## config.mk

```make
export PLATFORM = sky130hd
export DESIGN_NAME = adc_capture_sequencer_flat
export DESIGN_NICKNAME = d
export VERILOG_FILES = /design/src/rtl/adc_capture_sequencer_pkg.sv /design/src/rtl/adc_capture_sequencer_if.sv /design/src/rtl/adc_capture_sequencer_tick_gen.sv /design/src/rtl/adc_capture_sequencer.sv /design/src/flat_wrapper.sv
export SDC_FILE = /design/constraint.sdc
export NUM_CORES = 1
export LEC_CHECK = 0
export BUFFER_PORTS_ARGS = -buffer_cell sky130_fd_sc_hd__buf_4
export CORE_ASPECT_RATIO = 2
export CORE_MARGIN = 1.5
export CORE_UTILIZATION = 38
export CTS_BUF_LIST = sky130_fd_sc_hd__clkbuf_2
export CTS_CLUSTER_SIZE = 30
export DETAILED_ROUTE_END_ITERATION = 10
export PLACE_DENSITY_LB_ADDON = 0.05
export SYNTH_ARGS = -nofsm -noshare
export SYNTH_HDL_FRONTEND = slang
export SYNTH_SLANG_ARGS = --single-unit
```

## constraint.sdc

```tcl
create_clock -name clk -period 3.2 [get_ports clk]
set_clock_uncertainty 0.1 [all_clocks]
set_input_delay 0.48 -clock clk [delete_from_list [all_inputs] [get_ports clk]]
set_output_delay 0.48 -clock clk [all_outputs]
set_load 0.005 [all_outputs]
```

## src/rtl/adc_capture_sequencer_pkg.sv

```systemverilog
// Shared types and constants for the ADC capture sequencer: FSM states,
// UART frame header and the sample/word packing helpers.
package capture_pkg;

    typedef enum logic [2:0] {
        IDLE,
        CAP_WAIT,
        CAP_CONV,
        CAP_WR,
        RD_CMD,
        RD_WAIT,
        TX
    } state_t;

    localparam logic [7:0] FRAME_HDR        = 8'hAA;
    localparam int         SAMPLES_PER_WORD = 2;
    localparam int         ADDR_W           = 23;

    function automatic logic [31:0] pack_word(input logic [11:0] even, input logic [11:0] odd);
        return {4'h0, odd, 4'h0, even};
    endfunction

    // Six-byte UART frame per word: header + even sample, header + odd sample.
    function automatic logic [7:0] frame_byte(input logic [31:0] word, input logic [2:0] idx);
        case (idx)
            3'd0, 3'd3: return FRAME_HDR;
            3'd1:       return {4'h0, word[11:8]};
            3'd2:       return word[7:0];
            3'd4:       return {4'h0, word[27:24]};
            default:    return word[23:16];
        endcase
    endfunction

endpackage

```

## src/rtl/adc_capture_sequencer_if.sv

```systemverilog
// Bundle of the ADC handshake, SDRAM command/return port and UART transmit
// signals; master is the sequencer side, slave the peripheral side.
interface adc_capture_sequencer_if;
    import capture_pkg::*;

    logic              adc_start;
    logic              adc_busy;
    logic              adc_new_data;
    logic [11:0]       adc_data;

    logic              cmd_ready;
    logic              cmd_enable;
    logic              cmd_wr;
    logic [ADDR_W-1:0] cmd_address;
    logic [31:0]       cmd_data_in;

    logic [31:0]       data_out;
    logic              data_out_ready;

    logic [7:0]        tx_byte;
    logic              tx_en;
    logic              tx_ready;

    modport master (
        output adc_start, cmd_enable, cmd_wr, cmd_address, cmd_data_in, tx_byte, tx_en,
        input  adc_busy, adc_new_data, adc_data, cmd_ready, data_out, data_out_ready, tx_ready
    );

    modport slave (
        input  adc_start, cmd_enable, cmd_wr, cmd_address, cmd_data_in, tx_byte, tx_en,
        output adc_busy, adc_new_data, adc_data, cmd_ready, data_out, data_out_ready, tx_ready
    );

endinterface

```

## src/rtl/adc_capture_sequencer_tick_gen.sv

```systemverilog
// Free-running sample-rate divider: one-cycle tick every DIV cycles while en,
// restarting from zero each time en rises.
module sample_tick_gen #(
    parameter int DIV = 100000
) (
    input  logic clk,
    input  logic rst,
    input  logic en,
    output logic tick
);
    localparam int CW = $clog2(DIV);

    logic [CW-1:0] cnt;

    always_ff @(posedge clk) begin
        if (rst || !en)
            cnt <= '0;
        else if (cnt == CW'(DIV - 1))
            cnt <= '0;
        else
            cnt <= cnt + 1'b1;
    end

    assign tick = en && (cnt == CW'(DIV - 1));

endmodule

```

## src/rtl/adc_capture_sequencer.sv

```systemverilog
// Captures MCP3201 samples into SDRAM (two per word) and streams them back
// out as 3-byte UART frames per sample.
module adc_capture_sequencer
    import capture_pkg::*;
#(
    parameter int SAMPLE_DIV  = 100000,
    parameter int DEPTH_WORDS = 1024
) (
    input  logic                    clk,
    input  logic                    rst,
    input  logic                    arm,
    input  logic                    dump,
    output logic                    busy,
    output logic                    done,
    output logic                    overrun,
    adc_capture_sequencer_if.master bus
);
    state_t            state;
    logic [ADDR_W-1:0] idx;
    logic [11:0]       even_r;
    logic [31:0]       word_r;
    logic [0:0]        sample_cnt;
    logic [2:0]        byte_cnt;
    logic              tick;
    logic              cap_active;
    logic              last_word;

    assign cap_active = (state == CAP_WAIT) || (state == CAP_CONV) || (state == CAP_WR);
    assign busy       = (state != IDLE);
    // Widened by one bit so DEPTH_WORDS = 2^23 terminates instead of wrapping.
    assign last_word  = (({1'b0, idx} + 24'd1) == 24'(DEPTH_WORDS));

    sample_tick_gen #(.DIV(SAMPLE_DIV)) u_tick (
        .clk  (clk),
        .rst  (rst),
        .en   (cap_active),
        .tick (tick)
    );

    always_ff @(posedge clk) begin
        if (rst) begin
            state           <= IDLE;
            idx             <= '0;
            even_r          <= '0;
            word_r          <= '0;
            sample_cnt      <= '0;
            byte_cnt        <= '0;
            done            <= 1'b0;
            overrun         <= 1'b0;
            bus.adc_start   <= 1'b0;
            bus.cmd_enable  <= 1'b0;
            bus.cmd_wr      <= 1'b0;
            bus.cmd_address <= '0;
            bus.cmd_data_in <= '0;
            bus.tx_byte     <= '0;
            bus.tx_en       <= 1'b0;
        end else begin
            done <= 1'b0;
            // The divider never stalls; a tick landing mid-handshake is lost.
            if (tick && (state == CAP_CONV || state == CAP_WR))
                overrun <= 1'b1;

            case (state)
                IDLE: begin
                    if (arm) begin
                        state      <= CAP_WAIT;
                        idx        <= '0;
                        sample_cnt <= '0;
                        overrun    <= 1'b0;
                    end else if (dump) begin
                        state           <= RD_CMD;
                        idx             <= '0;
                        bus.cmd_enable  <= 1'b1;
                        bus.cmd_wr      <= 1'b0;
                        bus.cmd_address <= '0;
                    end
                end

                CAP_WAIT: begin
                    if (tick) begin
                        state         <= CAP_CONV;
                        bus.adc_start <= 1'b1;
                    end
                end

                CAP_CONV: begin
                    if (bus.adc_new_data) begin
                        bus.adc_start <= 1'b0;
                        if (sample_cnt == 1'(SAMPLES_PER_WORD - 1)) begin
                            bus.cmd_data_in <= pack_word(even_r, bus.adc_data);
                            bus.cmd_enable  <= 1'b1;
                            bus.cmd_wr      <= 1'b1;
                            bus.cmd_address <= idx;
                            sample_cnt      <= '0;
                            state           <= CAP_WR;
                        end else begin
                            even_r     <= bus.adc_data;
                            sample_cnt <= sample_cnt + 1'b1;
                            state      <= CAP_WAIT;
                        end
                    end
                end

                CAP_WR: begin
                    if (bus.cmd_enable && bus.cmd_ready) begin
                        bus.cmd_enable <= 1'b0;
                        idx            <= idx + 1'b1;
                        if (last_word) begin
                            done  <= 1'b1;
                            state <= IDLE;
                        end else begin
                            state <= CAP_WAIT;
                        end
                    end
                end

                RD_CMD: begin
                    if (bus.cmd_enable && bus.cmd_ready) begin
                        bus.cmd_enable <= 1'b0;
                        state          <= RD_WAIT;
                    end
                end

                RD_WAIT: begin
                    if (bus.data_out_ready) begin
                        word_r   <= bus.data_out;
                        byte_cnt <= '0;
                        state    <= TX;
                    end
                end

                TX: begin
                    // The cycle tx_en is high doubles as the gap before re-sampling tx_ready.
                    if (bus.tx_en) begin
                        bus.tx_en <= 1'b0;
                        if (byte_cnt == 3'd5) begin
                            idx <= idx + 1'b1;
                            if (last_word) begin
                                done  <= 1'b1;
                                state <= IDLE;
                            end else begin
                                state           <= RD_CMD;
                                bus.cmd_enable  <= 1'b1;
                                bus.cmd_wr      <= 1'b0;
                                bus.cmd_address <= idx + 1'b1;
                            end
                        end else begin
                            byte_cnt <= byte_cnt + 3'd1;
                        end
                    end else if (bus.tx_ready) begin
                        bus.tx_en   <= 1'b1;
                        bus.tx_byte <= frame_byte(word_r, byte_cnt);
                    end
                end

                default: state <= IDLE;
            endcase
        end
    end

endmodule

```

## src/flat_wrapper.sv

```systemverilog
// flat-port wrapper written by rule: the top's interface ports become plain ports
module adc_capture_sequencer_flat import capture_pkg::*;
#(
    parameter int SAMPLE_DIV  = 100000,
    parameter int DEPTH_WORDS = 1024
)
  (clk, rst, arm, dump, busy, done, overrun, bus_adc_start, bus_cmd_enable, bus_cmd_wr, bus_cmd_address, bus_cmd_data_in, bus_tx_byte, bus_tx_en, bus_adc_busy, bus_adc_new_data, bus_adc_data, bus_cmd_ready, bus_data_out, bus_data_out_ready, bus_tx_ready);
  adc_capture_sequencer_if bus_i ();
  input  logic clk;
  input  logic rst;
  input  logic arm;
  input  logic dump;
  output logic busy;
  output logic done;
  output logic overrun;
  output wire logic [$bits(bus_i.adc_start)-1:0] bus_adc_start;
  output wire logic [$bits(bus_i.cmd_enable)-1:0] bus_cmd_enable;
  output wire logic [$bits(bus_i.cmd_wr)-1:0] bus_cmd_wr;
  output wire logic [$bits(bus_i.cmd_address)-1:0] bus_cmd_address;
  output wire logic [$bits(bus_i.cmd_data_in)-1:0] bus_cmd_data_in;
  output wire logic [$bits(bus_i.tx_byte)-1:0] bus_tx_byte;
  output wire logic [$bits(bus_i.tx_en)-1:0] bus_tx_en;
  input wire logic [$bits(bus_i.adc_busy)-1:0] bus_adc_busy;
  input wire logic [$bits(bus_i.adc_new_data)-1:0] bus_adc_new_data;
  input wire logic [$bits(bus_i.adc_data)-1:0] bus_adc_data;
  input wire logic [$bits(bus_i.cmd_ready)-1:0] bus_cmd_ready;
  input wire logic [$bits(bus_i.data_out)-1:0] bus_data_out;
  input wire logic [$bits(bus_i.data_out_ready)-1:0] bus_data_out_ready;
  input wire logic [$bits(bus_i.tx_ready)-1:0] bus_tx_ready;
  assign bus_adc_start = bus_i.adc_start;
  assign bus_cmd_enable = bus_i.cmd_enable;
  assign bus_cmd_wr = bus_i.cmd_wr;
  assign bus_cmd_address = bus_i.cmd_address;
  assign bus_cmd_data_in = bus_i.cmd_data_in;
  assign bus_tx_byte = bus_i.tx_byte;
  assign bus_tx_en = bus_i.tx_en;
  assign bus_i.adc_busy = bus_adc_busy;
  assign bus_i.adc_new_data = bus_adc_new_data;
  assign bus_i.adc_data = bus_adc_data;
  assign bus_i.cmd_ready = bus_cmd_ready;
  assign bus_i.data_out = bus_data_out;
  assign bus_i.data_out_ready = bus_data_out_ready;
  assign bus_i.tx_ready = bus_tx_ready;
  adc_capture_sequencer #(.SAMPLE_DIV(SAMPLE_DIV), .DEPTH_WORDS(DEPTH_WORDS)) u_core (.clk(clk), .rst(rst), .arm(arm), .dump(dump), .busy(busy), .done(done), .overrun(overrun), .bus(bus_i));
endmodule
```

# Word-level counts from Yosys, hierarchy flattened
# Cells that the tools add are included.
dict set report op_classes {
  addsub 5
  n_eq_ne 28
  mux 63
  bitwise 2
  reduce_logical 31
}
# cell count
set ops {}
lappend ops {{2-to-1 mux 23 bit} 11}
lappend ops {{one-hot mux 23 bit (3 select lines)} 2}
lappend ops {{2-to-1 mux 3 bit} 13}
lappend ops {{one-hot mux 8 bit (4 select lines)} 1}
lappend ops {{2-to-1 mux 1 bit} 28}
lappend ops {{adder 23 x 1 -> 24 bit (second input constant)} 1}
lappend ops {{equality test 24 x 11 -> 1 bit (second input constant)} 1}
lappend ops {{adder 23 x 1 -> 23 bit (second input constant)} 1}
lappend ops {{one-hot mux 3 bit (7 select lines)} 1}
lappend ops {{adder 17 x 1 -> 17 bit (second input constant)} 1}
lappend ops {{equality test 17 bit (second input constant)} 1}
lappend ops {{!= test 2 bit (second input constant)} 8}
lappend ops {{AND reduction 8 bit} 2}
lappend ops {{equality test 3 bit (second input constant)} 5}
lappend ops {{AND reduction 3 bit} 5}
lappend ops {{equality test 3 x 2 -> 1 bit (second input constant)} 4}
lappend ops {{!= test 2 x 1 -> 1 bit (second input constant)} 6}
lappend ops {{AND reduction 9 bit} 1}
lappend ops {{nonzero test 3 bit} 3}
lappend ops {{equality test 3 x 1 -> 1 bit (second input constant)} 2}
lappend ops {{logical NOT 3 bit} 2}
lappend ops {{one-hot mux 1 bit (2 select lines)} 3}
lappend ops {{one-hot mux 3 bit (2 select lines)} 1}
lappend ops {{nonzero test 2 bit} 3}
lappend ops {{15 further kinds} 23}
dict set report totals {
  ff_bits 148
  input_bits 53
  output_inout_bits 70
  wordCells 145
}

# Logic depth before layout (Yosys ltp)
dict set report logic_depth {
  ltp_word 8
  mapped_depth 11
  mapped_depth_nobuf 9
}

# Cells and area by module
# Synthesis repeated with hierarchy kept, for this count alone.
dict set report unflattened {
  cells_unflattened 924
  hier_area_um2 7283.2
}
# mod n_inst cells_each area_each_um2 seq_area_each_um2
set by_module_without_submodules {}
lappend by_module_without_submodules {adc_capture_sequencer 1 834 6513.7 2542.4}
lappend by_module_without_submodules {sample_tick_gen 1 90 769.5 340.3}

# Worst setup path after synthesis
# Ideal clock, no wire load.
dict set report synth_timing {
  path_kind {register to register}
  from {reg u_core.idx[2]}
  to {reg u_core.bus.cmd_address[16]}
  setup_time_ns 0.121
  arrival_time_ns 2.798
  required_time_ns 2.979
  setup_slack_ns 0.180
  path_stages_with_launch 10
  n_path_buf 2
  period_less_slack_ns 3.020
  cell_sequence {dfxtp_1 buf_2 nand4_1 nor4_2 xnor2_1 nand4b_1 or4_4 a21oi_4 buf_8 mux2_4}
}
dict set report synth_via {
  elab_chain_cells 5
  word_cells_on_any_way 9
  classes_between {add/sub (2); eq/ne (2); mux (4); reduce/logical (1)}
}
# item line_no
set synth_lines {}
lappend synth_lines {{start, declared} adc_capture_sequencer.sv:19} ;# logic [ADDR_W-1:0] idx;
lappend synth_lines {{start signal, assigned} adc_capture_sequencer.sv:107} ;# idx <= idx + 1'b1;
lappend synth_lines {{start signal, assigned} adc_capture_sequencer.sv:137} ;# idx <= idx + 1'b1;
lappend synth_lines {{parallel branches: the longest is 5 deep, another holds adder 23 x 1 -> 24 bit} n/a}
lappend synth_lines {{end signal, assigned} adc_capture_sequencer.sv:93} ;# bus.cmd_address <= idx;
lappend synth_lines {{end signal, assigned} adc_capture_sequencer.sv:145} ;# bus.cmd_address <= idx + 1'b1;
lappend synth_lines {{end, declared} adc_capture_sequencer_if.sv:25} ;# output adc_start, cmd_enable, cmd_wr, cmd_address, cmd_data_in, tx_byte, tx_en,
# Several ways; the timed one is not identified. The select of a mux whose other input is x is not followed.
# A chain may end at the register's enable or synchronous reset.

# Worst setup path after layout
dict set report layout_timing {
  from {reg u_core.idx[0]}
  to {reg u_core.bus.cmd_address[6]}
}
# The elaborated chain is that of the path after synthesis.

==> impl_metrics.py <==
metrics = {
    "detailed_routing": {
        "ant_nets": 0,
        "drt_iter0_drc": 221,
        "met2_length_um": 11700,
        "drc": 0,
        "routed-wl-met3_um": 470,
        "highest_layer": "met4",
        "wl_per_cell_um": 16.3,
        "route.final.wire_length_um": 20600,
        "viasPerCell": 5.17,
        "vias": 6538,
        "m1WireLength_um": 7720,
        "dr.pass1.iters": 4,
    },
    "logic_synthesis": {
        "syn_inst": 890,
        "synth.area.mux_share_pct": 3.92,
        "synthArstFlopShare_pct": 0,
        "synth-edff-count": 0,
        "synth_xor_area_share_pct": 4.72,
        "synth_top_family_by_area": "simple AND/OR/NAND/NOR gates",
        "syn_area_mm2": 0.00705,
        "synth_seq_area_share_pct": 40.9,
        "synth-adder-area-share_pct": 1.42,
        "yosys_warnings": 0,
        "synth-simple-area-share_pct": 27.5,
        "syn_avg_cell_area_um2": 7.92,
        "synth-compound-area-share_pct": 16.1,
        "synth_cell_types": 63,
        "ys_ff_latch": 144,
        "ys.flop_type": "dfxtp_1",
    },
    "pwr": {
        "p_leak_nw": 3.45,
        "power.switching_fraction_pct": 29.5,
        "p_int_w": 0.00291,
        "power.density_mw_per_mm2": 462,
        "p_clk_share_pct": 34.3,
        "total_power_w": 0.00412,
        "switchingPower_w": 0.00121,
        "p_seq_share_pct": 47.0,
        "p_comb_share_pct": 18.7,
        "ir_drop_mv": 0.218,
    },
    "worst_setup_path": {
        "worstPathArrival_ps": 3580,
        "crit_start": "u_core.idx[0]$_SDFFE_PP0P_",
        "endpoint_kind": "flop",
        "startpoint_type": "flop",
        "cp-endpoint": "u_core.bus.cmd_address[6]$_SDFFE_PP0P_",
        "critPathKind": "flop to flop",
        "r2r_end": "u_core.bus.cmd_address[6]$_SDFFE_PP0P_",
        "ff2ff_path_depth": 10,
        "rrSetupSlack_ps": 110,
        "reg2reg_from": "u_core.idx[0]$_SDFFE_PP0P_",
        "worst-path-max-fanout": 17,
        "critPathRequiredTime_ps": 3690,
    },
    "hold_path": {
        "hp-class": "input port to flop",
    },
    "grt": {
        "antenna_found_initial": 1,
        "grt_pass1_wl_um": 32700,
        "grt_max_degree": 50,
        "track_usage_pct": 21.4,
        "grt_pass1_vias": 6521,
        "grt.overflow.total": 0,
    },
    "timing": {
        "maxSlewViolCount": 0,
        "hold_viol": 0,
        "worstMarginPinSlew_ps": 959,
        "rsz0062_at_grt": "false",
        "fin_crit_sh_pct": 96.4,
        "final.setup.tns_ps": 0,
        "setup_viol": 0,
        "fmax_mhz": 324,
        "relSlewSlack_pct": 35.3,
        "finalCriticalPeriod_ps": 3090,
        "final.setup.worst_slack_ps": 115,
    },
    "cts": {
        "clock-sinks": 144,
        "path_clk_slew_ps": 230,
        "cts-buffers-inserted": 17,
        "clk_latency_ps": 710,
        "cts-root-buf": "clkbuf_2",
        "cts_buffer_depth": 2,
        "htree_levels": 4,
        "tritoncts": "yes",
    },
    "layout": {
        "final_util_pct": 48.9,
        "drive_above_1_share_pct": 20.5,
        "n_fill_cell": 1930,
        "synthToLayoutAreaGrowth_pct": 26.5,
        "finalNetCount": 1097,
    },
    "run_status": {
        "status": "complete, no violations",
    },
    "die": {
        "pin_count": 123,
        "rows": 70,
        "fp.dieW_um": 99.3,
        "core-area_mm2": 0.0182,
        "die_h_um": 196,
        "start_util_pct": 38.7,
        "die-area_mm2": 0.0194,
    },
    "placed_design": {
        "portBuffers": 105,
        "pre_cts_slack_ps": -6.27,
        "dp_hpwl_um": 14800,
        "place_congestion": 0.888,
    },
    "run": {
        "maxCapViolations": 0,
    },
}
## layout make-up
class | instances | area (um^2) | area share, %
multi-input cells | 671 | 3830 | 43.0
clock buffers | 20 | 100 | 1.12
flip-flops and latches | 144 | 2890 | 32.4
well taps | 216 | 270 | 3.03
repair buffers | 193 | 1560 | 17.5
clock inverters | 10 | 235 | 2.64
inverters | 9 | 33.8 | 0.379
diodes | 1 | 2.50 | 0.0281
## per-layer routing
metal  GRT usage [%]  vias to the layer above
met1            21.4                     3069
met3            2.90                       32
met2            42.0                      111
met5               0                        -
met4            10.2                        0
li1                -                     3326
## worst max-delay path: stages, from the launching register on
cell and delay [ps]:
dfxtp_1 400, buf_4 160, nand4_1 200, nor4_1 350, buf_4 180, xnor2_1 170, nand3_1 110, or4_4 590
a21oi_4 190, buf_12 190, mux2_2 340
## power by group through the flow
stage / clock, W / sequential, W / combinational, W
CTS: 0.00147 / 0.00194 / 0.000781
floorplan: 0 / 0.00192 / 0.000496
finish: 0.00141 / 0.00194 / 0.000769
global route: 0.00152 / 0.00195 / 0.000848
global placement: 0 / 0.00197 / 0.000742
detailed placement: 0 / 0.00197 / 0.000741
## kinds of logic after synthesis
| logic type | Yosys count |
|---|---|
| compound gates | 187 |
| mux | 26 |
| xor+xnor | 38 |
| simple gates | 404 |
| flops | 144 |
| buf+inv | 82 |
| other cells | 1 |
| fa+ha+maj | 8 |
## worst min-delay path by stage
stage	from	endpoint	slack, ps	depth (start not counted)
CTS	rst	u_core.idx[15]$_SDFFE_PP0P_	50	2
floorplan	u_core.u_tick.cnt[0]$_SDFF_PP0_	u_core.u_tick.cnt[0]$_SDFF_PP0_	320	1
global route	rst	u_core.idx[18]$_SDFFE_PP0P_	70	2
detailed placement	u_core.u_tick.cnt[0]$_SDFF_PP0_	u_core.u_tick.cnt[0]$_SDFF_PP0_	340	1
global placement	u_core.u_tick.cnt[0]$_SDFF_PP0_	u_core.u_tick.cnt[0]$_SDFF_PP0_	330	1
finish	rst	u_core.idx[18]$_SDFFE_PP0P_	130	2
## registers in the layout, summed over array words and instances, names as in the netlist
register and count:
u_core.bus.cmd_data_in 24, u_core.word_r 24, u_core.bus.cmd_address 23, u_core.idx 23, u_core.u_tick.cnt 17, u_core.even_r 12, u_core.bus.tx_byte 8, u_core.byte_cnt 3
u_core.state 3, u_core.bus.adc_start 1, u_core.bus.cmd_enable 1, u_core.bus.cmd_wr 1, u_core.bus.tx_en 1, u_core.done 1, u_core.overrun 1, u_core.sample_cnt 1
## synth_stat cells (13+ instances only)
| cell | number | share of area, % |
|---|---|---|
| nor2b_1 | 16 | 1.4 |
| nand2_1 | 171 | 9.1 |
| nor3_1 | 13 | 0.92 |
| nand3_1 | 25 | 1.8 |
| dfxtp_1 | 144 | 41 |
| a211oi_1 | 13 | 1.4 |
| o21ai_0 | 25 | 1.8 |
| nor2_1 | 83 | 4.4 |
| nand2b_1 | 24 | 2.1 |
| xnor2_1 | 27 | 3.4 |
| clkbuf_1 | 49 | 2.6 |
| mux2i_1 | 19 | 2.7 |
| a22oi_1 | 19 | 2.0 |
| a21oi_1 | 95 | 6.7 |
## metrics by stage
step | instances | hold WS (ps) | area [um^2]
after floorplan | 897 | 318 | 7080
after global placement | 1195 | 332 | 8190
after detailed placement | 1195 | 342 | 8190
after CTS | 1263 | 54.7 | 8910
after global routing | 1264 | 72.9 | 8920
final | 1264 | 130 | 8920
## layout by cell type, fill, tap and decap left out, types with 3 or more instances in the layout
| master | netlist | layout |
|---|---|---|
| nand3_1 | 25 | 25 |
| nand4_2 | 3 | 3 |
| a21oi_1 | 95 | 95 |
| nor2b_1 | 16 | 16 |
| o21ai_0 | 25 | 24 |
| and4_1 | 4 | 4 |
| nor4_1 | 10 | 9 |
| a31oi_1 | 8 | 8 |
| inv_1 | 9 | 9 |
| buf_4 | 9 | 154 |
| nand2b_1 | 24 | 24 |
| clkbuf_2 | 2 | 20 |
| mux2_2 | 5 | 5 |
| or3_1 | 5 | 5 |
| nor3_1 | 13 | 13 |
| nand3b_1 | 9 | 9 |
| conb_1 | 1 | 8 |
| dfxtp_2 | 0 | 4 |
| nor4b_1 | 3 | 3 |
| and2_1 | 4 | 4 |
| a211oi_1 | 13 | 13 |
| dfxtp_1 | 144 | 140 |
| xor2_1 | 11 | 11 |
| nand2_1 | 171 | 171 |
| o21a_1 | 4 | 4 |
| nor2_1 | 83 | 83 |
| a221oi_1 | 4 | 4 |
| mux2i_1 | 19 | 19 |
| xnor2_1 | 27 | 27 |
| and4_4 | 3 | 3 |
| nand4_1 | 8 | 8 |
| and3_1 | 9 | 9 |
| a22oi_1 | 19 | 19 |
| bufinv_16 | 0 | 7 |
| o22ai_1 | 3 | 3 |
| ha_1 | 8 | 7 |
| or4_1 | 3 | 3 |
| or2_2 | 3 | 3 |
| dlygate4sd3_1 | 0 | 38 |
## repair_timing
action | in CTS | in global routing
endpoints found under the setup margin | 3 | 11
endpoints found under the hold margin | 51 | 0
setup buffers | 0 | 0
hold buffers | 38 | 0
resized for setup | 1 | 5
Note: power is estimated with default switching activity, not from simulation.
